--- src/rtl/prio_rr_arbiter_if.sv ---
// Valid/ready bundle between N_CH sources, the priority arbiter and one sink.
// Signal names are as seen from the arbiter: *_i enter it, *_o leave it, except ready_i/ready_o.
interface prio_rr_arbiter_if #(
  parameter int unsigned N_CH   = 8,
  parameter int unsigned DATA_W = 32,
  parameter int unsigned PRIO_W = 3
);
  localparam int unsigned CH_W = $clog2(N_CH);

  logic [N_CH-1:0]        valid_i;
  logic [N_CH*DATA_W-1:0] data_i;
  logic [N_CH*PRIO_W-1:0] prio_i;
  logic [N_CH-1:0]        ready_i;
  logic [DATA_W-1:0]      data_o;
  logic                   valid_o;
  logic                   ready_o;
  logic [CH_W-1:0]        grant_o;

  modport slave (
    input  valid_i, data_i, prio_i, ready_o,
    output ready_i, data_o, valid_o, grant_o
  );

  modport master (
    output valid_i, data_i, prio_i, ready_o,
    input  ready_i, data_o, valid_o, grant_o
  );
endinterface

--- src/rtl/prio_rr_arbiter.sv ---
// N-channel priority arbiter with round-robin tie-break, starvation aging and a
// registered output slot.
module prio_rr_arbiter #(
  parameter int unsigned N_CH    = 8,
  parameter int unsigned DATA_W  = 32,
  parameter int unsigned PRIO_W  = 3,
  parameter int unsigned AGE_MAX = 0
) (
  input logic              clk,
  input logic              reset_n,
  prio_rr_arbiter_if.slave bus
);
  localparam int unsigned CH_W  = $clog2(N_CH);
  localparam int unsigned AGE_W = (AGE_MAX > 0) ? $clog2(AGE_MAX + 1) : 1;

  logic [DATA_W-1:0] data_q, data_d;
  logic [CH_W-1:0]   grant_q, grant_d;
  logic              valid_q, valid_d;
  logic [CH_W-1:0]   rr_ptr_q, rr_ptr_d;
  logic [AGE_W-1:0]  age_q [N_CH];
  logic [AGE_W-1:0]  age_d [N_CH];

  logic              open;
  logic [PRIO_W-1:0] max_prio;
  logic [N_CH-1:0]   top, starved, cand, ready;
  logic              found, xfer;
  logic [CH_W-1:0]   gnt, idx_c;
  int unsigned       idx;
  logic [DATA_W-1:0] data_sel;

  // Winner selection: starved channels pre-empt priority, round-robin breaks ties.
  always_comb begin
    open     = !valid_q || bus.ready_o;
    max_prio = '0;
    top      = '0;
    starved  = '0;
    for (int k = 0; k < N_CH; k++) begin
      if (bus.valid_i[k] && bus.prio_i[k*PRIO_W +: PRIO_W] > max_prio) begin
        max_prio = bus.prio_i[k*PRIO_W +: PRIO_W];
      end
    end
    for (int k = 0; k < N_CH; k++) begin
      top[k]     = bus.valid_i[k] && (bus.prio_i[k*PRIO_W +: PRIO_W] == max_prio);
      starved[k] = (AGE_MAX > 0) && bus.valid_i[k] && (age_q[k] == AGE_W'(AGE_MAX));
    end
    cand  = (|starved) ? starved : top;
    found = 1'b0;
    gnt   = '0;
    idx   = 0;
    idx_c = '0;
    for (int unsigned i = 1; i <= N_CH; i++) begin
      idx = 32'(rr_ptr_q) + i;
      if (idx >= N_CH) idx = idx - N_CH;
      idx_c = CH_W'(idx);
      if (!found && cand[idx_c]) begin
        found = 1'b1;
        gnt   = idx_c;
      end
    end
    ready = '0;
    if (reset_n && open && (|bus.valid_i) && found) ready[gnt] = 1'b1;
    xfer = |ready;
  end

  always_comb begin
    data_sel = '0;
    for (int k = 0; k < N_CH; k++) begin
      if (ready[k]) data_sel = bus.data_i[k*DATA_W +: DATA_W];
    end
    valid_d  = valid_q;
    data_d   = data_q;
    grant_d  = grant_q;
    rr_ptr_d = rr_ptr_q;
    if (open) valid_d = xfer;
    if (xfer) begin
      data_d   = data_sel;
      grant_d  = gnt;
      rr_ptr_d = gnt;
    end
    // Only lost arbitrations age a channel; a closed slot freezes every counter.
    for (int k = 0; k < N_CH; k++) begin
      age_d[k] = age_q[k];
      if (!bus.valid_i[k]) begin
        age_d[k] = '0;
      end else if (xfer && gnt == CH_W'(k)) begin
        age_d[k] = '0;
      end else if (xfer && age_q[k] < AGE_W'(AGE_MAX)) begin
        age_d[k] = age_q[k] + AGE_W'(1);
      end
    end
  end

  always_ff @(posedge clk or negedge reset_n) begin
    if (!reset_n) begin
      valid_q  <= 1'b0;
      data_q   <= '0;
      grant_q  <= '0;
      rr_ptr_q <= CH_W'(N_CH - 1);
      for (int k = 0; k < N_CH; k++) age_q[k] <= '0;
    end else begin
      valid_q  <= valid_d;
      data_q   <= data_d;
      grant_q  <= grant_d;
      rr_ptr_q <= rr_ptr_d;
      for (int k = 0; k < N_CH; k++) age_q[k] <= age_d[k];
    end
  end

  assign bus.ready_i = ready;
  assign bus.data_o  = data_q;
  assign bus.valid_o = valid_q;
  assign bus.grant_o = grant_q;
endmodule

--- src/flat_wrapper.sv ---
// flat-port wrapper written by rule: the top's interface ports become plain ports
module prio_rr_arbiter_flat 
#(
  parameter int unsigned N_CH    = 8,
  parameter int unsigned DATA_W  = 32,
  parameter int unsigned PRIO_W  = 3,
  parameter int unsigned AGE_MAX = 0
)
  (clk, reset_n, bus_valid_i, bus_data_i, bus_prio_i, bus_ready_o, bus_ready_i, bus_data_o, bus_valid_o, bus_grant_o);
  prio_rr_arbiter_if #(.N_CH(N_CH), .DATA_W(DATA_W), .PRIO_W(PRIO_W)) bus_i ();
  input logic clk;
  input logic reset_n;
  input wire logic [$bits(bus_i.valid_i)-1:0] bus_valid_i;
  input wire logic [$bits(bus_i.data_i)-1:0] bus_data_i;
  input wire logic [$bits(bus_i.prio_i)-1:0] bus_prio_i;
  input wire logic [$bits(bus_i.ready_o)-1:0] bus_ready_o;
  output wire logic [$bits(bus_i.ready_i)-1:0] bus_ready_i;
  output wire logic [$bits(bus_i.data_o)-1:0] bus_data_o;
  output wire logic [$bits(bus_i.valid_o)-1:0] bus_valid_o;
  output wire logic [$bits(bus_i.grant_o)-1:0] bus_grant_o;
  assign bus_i.valid_i = bus_valid_i;
  assign bus_i.data_i = bus_data_i;
  assign bus_i.prio_i = bus_prio_i;
  assign bus_i.ready_o = bus_ready_o;
  assign bus_ready_i = bus_i.ready_i;
  assign bus_data_o = bus_i.data_o;
  assign bus_valid_o = bus_i.valid_o;
  assign bus_grant_o = bus_i.grant_o;
  prio_rr_arbiter #(.N_CH(N_CH), .DATA_W(DATA_W), .PRIO_W(PRIO_W), .AGE_MAX(AGE_MAX)) u_core (.clk(clk), .reset_n(reset_n), .bus(bus_i));
endmodule
--- config.mk ---
export PLATFORM = sky130hd
export DESIGN_NAME = prio_rr_arbiter_flat
export DESIGN_NICKNAME = d
export VERILOG_FILES = /design/src/rtl/prio_rr_arbiter_if.sv /design/src/rtl/prio_rr_arbiter.sv /design/src/flat_wrapper.sv
export SDC_FILE = /design/constraint.sdc
export NUM_CORES = 1
export LEC_CHECK = 0
export ABC_AREA = 1
export BUFFER_PORTS_ARGS = -buffer_cell sky130_fd_sc_hd__buf_2
export CAP_MARGIN = 40
export CORE_AREA = 8 8 124 126
export CTS_CLUSTER_SIZE = 8
export DETAILED_ROUTE_END_ITERATION = 8
export DIE_AREA = 0 0 132 134
export PLACE_DENSITY_LB_ADDON = 0.12
export SYNTH_ARGS = -nofsm -noshare
export SYNTH_HDL_FRONTEND = slang
export SYNTH_SLANG_ARGS = --single-unit
--- constraint.sdc ---
create_clock -name clk -period 31.1 [get_ports clk]
set_input_delay 6.22 -clock clk [delete_from_list [all_inputs] [get_ports clk]]
set_output_delay 6.22 -clock clk [all_outputs]
set_load 0.03 [all_outputs]
# After elaboration in Yosys (flattened, before gate mapping)
# Index checks and enable logic that the tools add are counted.
word_totals:
  ramBits: 0
  register_bits: 39
  latch_bits: 0
  out_inout_bits: 44
  n_memories: 0
  mem_bits_ro: 0
  elab_cells: 151
classes:
  magnitude_cmp: 26
  n_reduce_logical: 38
  mux: 59
  add_sub_neg: 16
  n_bitwise: 0
  div_mod_pow: 0
  n_shift: 0
  eq_ne: 8
  mul: 0
op_table:
  columns: ["operator", "n"]
  rows:
  - ["32-bit 2-to-1 mux", 8]
  - ["3-bit 2-to-1 mux", 24]
  - ["3-bit by 4-bit less-than comparator with 1-bit output, second input constant", 9]
  - ["4-bit greater-or-equal comparator, second input constant", 7]
  - ["1-bit logical AND", 27]
  - ["1-bit binary-select mux with 3-bit select", 8]
  - ["3-bit == test", 8]
  - ["3-bit by 1-bit subtractor with 3-bit output, second input constant", 8]
  - ["3-bit greater-than comparator", 7]
  - ["1-bit 2-to-1 mux", 17]
  - ["3-bit by 3-bit adder with 4-bit output, second input constant", 4]
  - ["8-bit OR reduction", 2]
  - ["3-bit by 2-bit adder with 4-bit output, second input constant", 2]
  - ["1-bit logical NOT", 8]
  - ["8-bit 2-to-1 mux", 1]
  - ["3-bit by 4-bit adder with 5-bit output, second input constant", 1]
  - ["5-bit by 4-bit greater-or-equal comparator with 1-bit output, second input constant", 1]
  - ["3-bit by 1-bit adder with 4-bit output, second input constant", 1]
  - ["1-bit demux with 3-bit select", 1]
  - ["3-bit by 1-bit greater-or-equal comparator with 1-bit output, second input constant", 1]
  - ["3-bit by 1-bit greater-than comparator with 1-bit output, second input constant", 1]
  - ["1-bit logical OR", 1]

# Logic depth before layout (Yosys ltp)
depth:
  word_depth: 63
  depth_mapped: 82
  mapped_depth_nobuf: 80

# Worst setup path before layout
# OpenSTA, ideal clock, no wires.
synth_timing:
  path_kind: "in2out"
  startpoint: "in bus_prio_i[0]"
  endpoint: "out bus_ready_i[1]"
  path_stages: 67
  path_slack_ns: 10.012
  t_arrival_ns: 14.868
  required_time_ns: 24.880
  path_cell_list: "inv_2 nand2_1 nand2_1 nor2_1 inv_1 ha_1 nand3_1 nand2_1 inv_2 nand2_4 o21ai_0 ha_1 o21ai_0 nand3_1 nand3_2 nand2_2 o21a_1 ha_1 (+31 left out) buf_2 o21ai_0 a21oi_1 nand2_1 nor2_1 nand3_1 nand3_1 nand3_1 nand2_1 inv_2 nand4_2 nor2_4 nand2_2 o21ai_2 buf_6 nor2_8 inv_4 nor3_1"
synth_between:
  elab_chain_cells: 55
synth_rtl:
  columns: ["element", "line", "source"]
  rows:
  - ["start, declared", "flat_wrapper.sv:15", "input wire logic [$bits(bus_i.prio_i)-1:0] bus_prio_i;"]
  - ["3-bit by 1-bit greater-than comparator with 1-bit output", "prio_rr_arbiter.sv:38", "if (bus.valid_i[k] && bus.prio_i[k*PRIO_W +: PRIO_W] > max_prio) begin"]
  - ["1-bit logical AND", "prio_rr_arbiter.sv:38", null]
  - ["3-bit 2-to-1 mux", "prio_rr_arbiter.sv:38", null]
  - ["3-bit greater-than comparator", "prio_rr_arbiter.sv:38", null]
  - ["1-bit logical AND", "prio_rr_arbiter.sv:38", null]
  - ["3-bit 2-to-1 mux", "prio_rr_arbiter.sv:38", null]
  - ["3-bit greater-than comparator", "prio_rr_arbiter.sv:38", null]
  - ["1-bit logical AND", "prio_rr_arbiter.sv:38", null]
  - ["(+39 left out)", null, null]
  - ["1-bit logical NOT", "prio_rr_arbiter.sv:55", "if (!found && cand[idx_c]) begin"]
  - ["1-bit logical AND", "prio_rr_arbiter.sv:55", null]
  - ["3-bit 2-to-1 mux", "prio_rr_arbiter.sv:55", null]
  - ["3-bit by 4-bit less-than comparator with 1-bit output (implied by the code) or 3-bit by 1-bit greater-or-equal comparator with 1-bit output (tied branches)", "prio_rr_arbiter.sv:61", "if (reset_n && open && (|bus.valid_i) && found) ready[gnt] = 1'b1;"]
  - ["1-bit logical AND (implied by the code)", "prio_rr_arbiter.sv:61", null]
  - ["1-bit 2-to-1 mux (implied by the code)", "prio_rr_arbiter.sv:61", null]
  - ["1-bit demux with 3-bit select", null, null]
  - ["8-bit 2-to-1 mux (*)", "prio_rr_arbiter.sv:61", null]
  - ["end, declared", "flat_wrapper.sv:17", "output wire logic [$bits(bus_i.ready_i)-1:0] bus_ready_i;"]
# Every way passes the cells marked *; elsewhere a longest branch is shown, timed or not. The select of a mux whose other input is x is not followed.

# Worst setup path after layout
layout_timing:
  startpoint: "in bus_prio_i[2]"
  endpoint: "out bus_ready_i[3]"
# Same word-level chain as after synthesis.

==> summary.txt <==
Post-CTS Setup Bufs -> 0
Max clock buf depth -> 2
CP endpoint kind -> output pin
TritonCTS Buffers -> 5
setup TNS -> 0 ns
first-pass GRT wire length -> 39600 um
cell mode on critical path -> nand2_1
share of power burned in registers -> 9.6%
initial antenna violation count -> 2
dpl ws -> 8.21 ns
PnR worst setup slack -> 8.08 ns
CTS tree -> yes
count leader, synth -> nand2_1
fmax -> 43.4 MHz
clock sink total -> 39
Max Cap Violations -> 0
met1 Usage GRT -> 33.9%
Unique masters post-synth -> 43
Reg clk slew, reported paths -> 0.06 ns
Synth top cells by count -> nand2_1 (318), nand3_1 (211), nor2_1 (110), inv_1 (96), dfrtp_1 (36)
Port Buffers -> 334
max-slew violations -> 0
core area -> 13500 sq um
die width -> 132 um
part of the cycle the worst path needs -> 74.0%
Total GRT Usage -> 27.4%
met3 GRT Util -> 6.54%
Initial DRC Count -> 606
average wire per standard cell -> 17.0 um
ys async rst share -> 100%
Worst-Skew Late Latency -> 0.29 ns
Seq cells post-synth -> 39
yosys warns -> 0
WP data arrival -> 16.80 ns
endpoints failing setup -> 0
RSZ-0062 raised after global routing -> no
Synth Flop Type -> dfrtp_1
cts hold-fix bufs -> 0
largest net degree at the start of global routing -> 65
Placer Congestion -> 0.941
syn_area_per_cell -> 5.55 sq um
fraction of layout cells with a size suffix above 1 -> 32.3%
switch share -> 64.3%
Crit Path Max Fanout -> 48
Post-synth EDFFs -> 0
slowest stage delay, CP -> 0.59 ns
synthesized cell area -> 5670 sq um
CTS Root Cell -> clkbuf_16
post-CTS resize count -> 0
post-route ant nets -> 0
H-tree depth -> 2
Mapped Nets -> 1327
gr ovfl total -> 0
switching pwr -> 0.709 mW
GR met2 Demand/Resource -> 45.6%
power share of the combinational group -> 84.9%
CP max stage cell -> nor2_8
Crit Path Class -> input port to output pin
Multi-input gate area -> 3980 sq um
die area -> 17700 sq um
Fin. Hold Viols -> 0
Worst-Margin Slew -> 0.881 ns
GR peak layer -> met2
Min-Delay Path Class -> flip-flop to flip-flop
fillcell total -> 1450
Pre-Repair DR Iteration Count -> 5
cells after synthesis -> 1021
PD cells -> 146 nW/um^2
via count -> 7787
Ports -> 335
sequential cell area -> 980 sq um
VDD IR max -> 134 uV
Startpoint Class -> input port
nets -> 1629
Seq/Total Area, Yosys -> 17.3%
status -> complete, no violations
Final Skew -> 0.00780 ns
Slew HR -> 41.0%
Clock power frac -> 5.5%
# DRC -> 0
height of the chip -> 134 um
synth-to-layout area growth -> 33.3%
top cell type's share of synthesized area -> 21.1%
Initial Utilization -> 42.0%
vias in the first global route -> 7332
Tot Pwr -> 1.10 mW
Synth area leaders -> nand2_1 (21%), nand3_1 (19%), dfrtp_1 (16%)
total wire length -> 25700 um
Worst Path Required -> 24.88 ns
total leakage power -> 4.42 nW
HPWL after detailed placement -> 21200 um
vias per cell -> 5.17
Pint -> 0.394 mW
post-route minimum period -> 23.02 ns
# rows -> 43
area leader, netlist -> nand2_1
-- worst max-delay path: cells and delay by family --
kind	cells	cell delay (ns)
AOI/OAI and AO/OA	15	3.12
adders and majority gates	7	2.01
and+or+nand+nor	34	4.06
buffers and inverters	9	1.33
-- cells by family (layout without fill, tap and decap cells) --
group / after synthesis / after routing / share of synthesized area [%]
simple gates: 729 / 729 / 59.2
buf+inv: 165 / 468 / 12.8
compound gates: 70 / 70 / 6.93
flops: 39 / 39 / 17.3
fa+ha+maj: 15 / 15 / 3.31
xor+xnor: 3 / 3 / 0.464
other cells: 0 / 2 / 0
-- per-layer routing --
metal	share of wire (%)	up-vias	wire [um]
met3	8.3	40	2140
met4	2.9	0	741
met2	48	382	12300
met1	41	3456	10500
li1	-	3909	-
met5	0	-	0
-- metrics by stage --
step / hold slack (ns) / instances / cell area (sq um) / util (%)
4_1_cts: 0.479 / 1504 / 7550 / 55.9
3_3_place_gp: 0.459 / 1494 / 7340 / 54.3
3_5_place_dp: 0.461 / 1496 / 7380 / 54.6
5_1_grt: 0.496 / 1506 / 7550 / 55.9
6_report: 0.479 / 1506 / 7550 / 55.9
2_1_floorplan: 0.661 / 1021 / 5670 / -
-- placed cells by master, fill, tap and decap left out, types with 3 or more instances in the layout --
master / count
nand2_4: 5
dfstp_2: 3
nand2_1: 318
buf_2: 334
nor2_2: 3
nand3_1: 211
o21ai_1: 6
dfrtp_1: 36
or2_2: 6
nand2_2: 14
nor3_1: 3
a21oi_1: 34
buf_4: 4
inv_2: 23
clkbuf_16: 5
nor2_4: 5
nand4_1: 35
ha_1: 15
o21ai_0: 19
inv_1: 96
nor2_1: 110
nand3_2: 10
-- power by group through the flow --
stage / registers (mW) / clock network (mW) / logic [mW]
floorplan: 0.144 / 0 / 0.678
detailed placement: 0.106 / 0 / 0.939
global route: 0.109 / 0.0635 / 1.05
global placement: 0.105 / 0 / 0.927
finish: 0.106 / 0.0604 / 0.937
CTS: 0.106 / 0.0615 / 0.939
-- worst paths after layout --
path | from | end | slack, ns | depth (start not counted)
setup / recovery | bus_prio_i[2] | bus_ready_i[3] | 8.08 | 65
max in group asynchronous | reset_n | u_core.rr_ptr_q[1]$_DFFE_PN1P_ | 24.67 | 2
hold / removal | u_core.bus.data_o[4]$_DFFE_PN0P_ | u_core.bus.data_o[4]$_DFFE_PN0P_ | 0.48 | 2
setup reg to reg | u_core.rr_ptr_q[0]$_DFFE_PN1P_ | u_core.bus.data_o[29]$_DFFE_PN0P_ | 26.34 | 21
min in group asynchronous | reset_n | u_core.bus.grant_o[2]$_DFFE_PN0P_ | 5.87 | 1
hold reg to reg | u_core.bus.data_o[4]$_DFFE_PN0P_ | u_core.bus.data_o[4]$_DFFE_PN0P_ | 0.48 | 2
-- registers in the layout (all words and copies together), names as in the netlist --
name,count
u_core.bus.grant_o,3
u_core.bus.data_o,32
u_core.rr_ptr_q,3
u_core.bus.valid_o,1
-- area by class of cell --
| cell class | instances | share of cell area [%] |
|---|---|---|
| Tap cell | 180 | 2.98 |
| Antenna cell | 2 | 0.0663 |
| Multi-Input combinational cell | 817 | 52.7 |
| Sequential cell | 39 | 13.0 |
| Clock buffer | 5 | 1.66 |
| Timing Repair Buffer | 340 | 23.1 |
| Inverter | 120 | 6.00 |
| Clock inverter | 3 | 0.580 |
No activity file was read; power rests on OpenSTA's default activity.
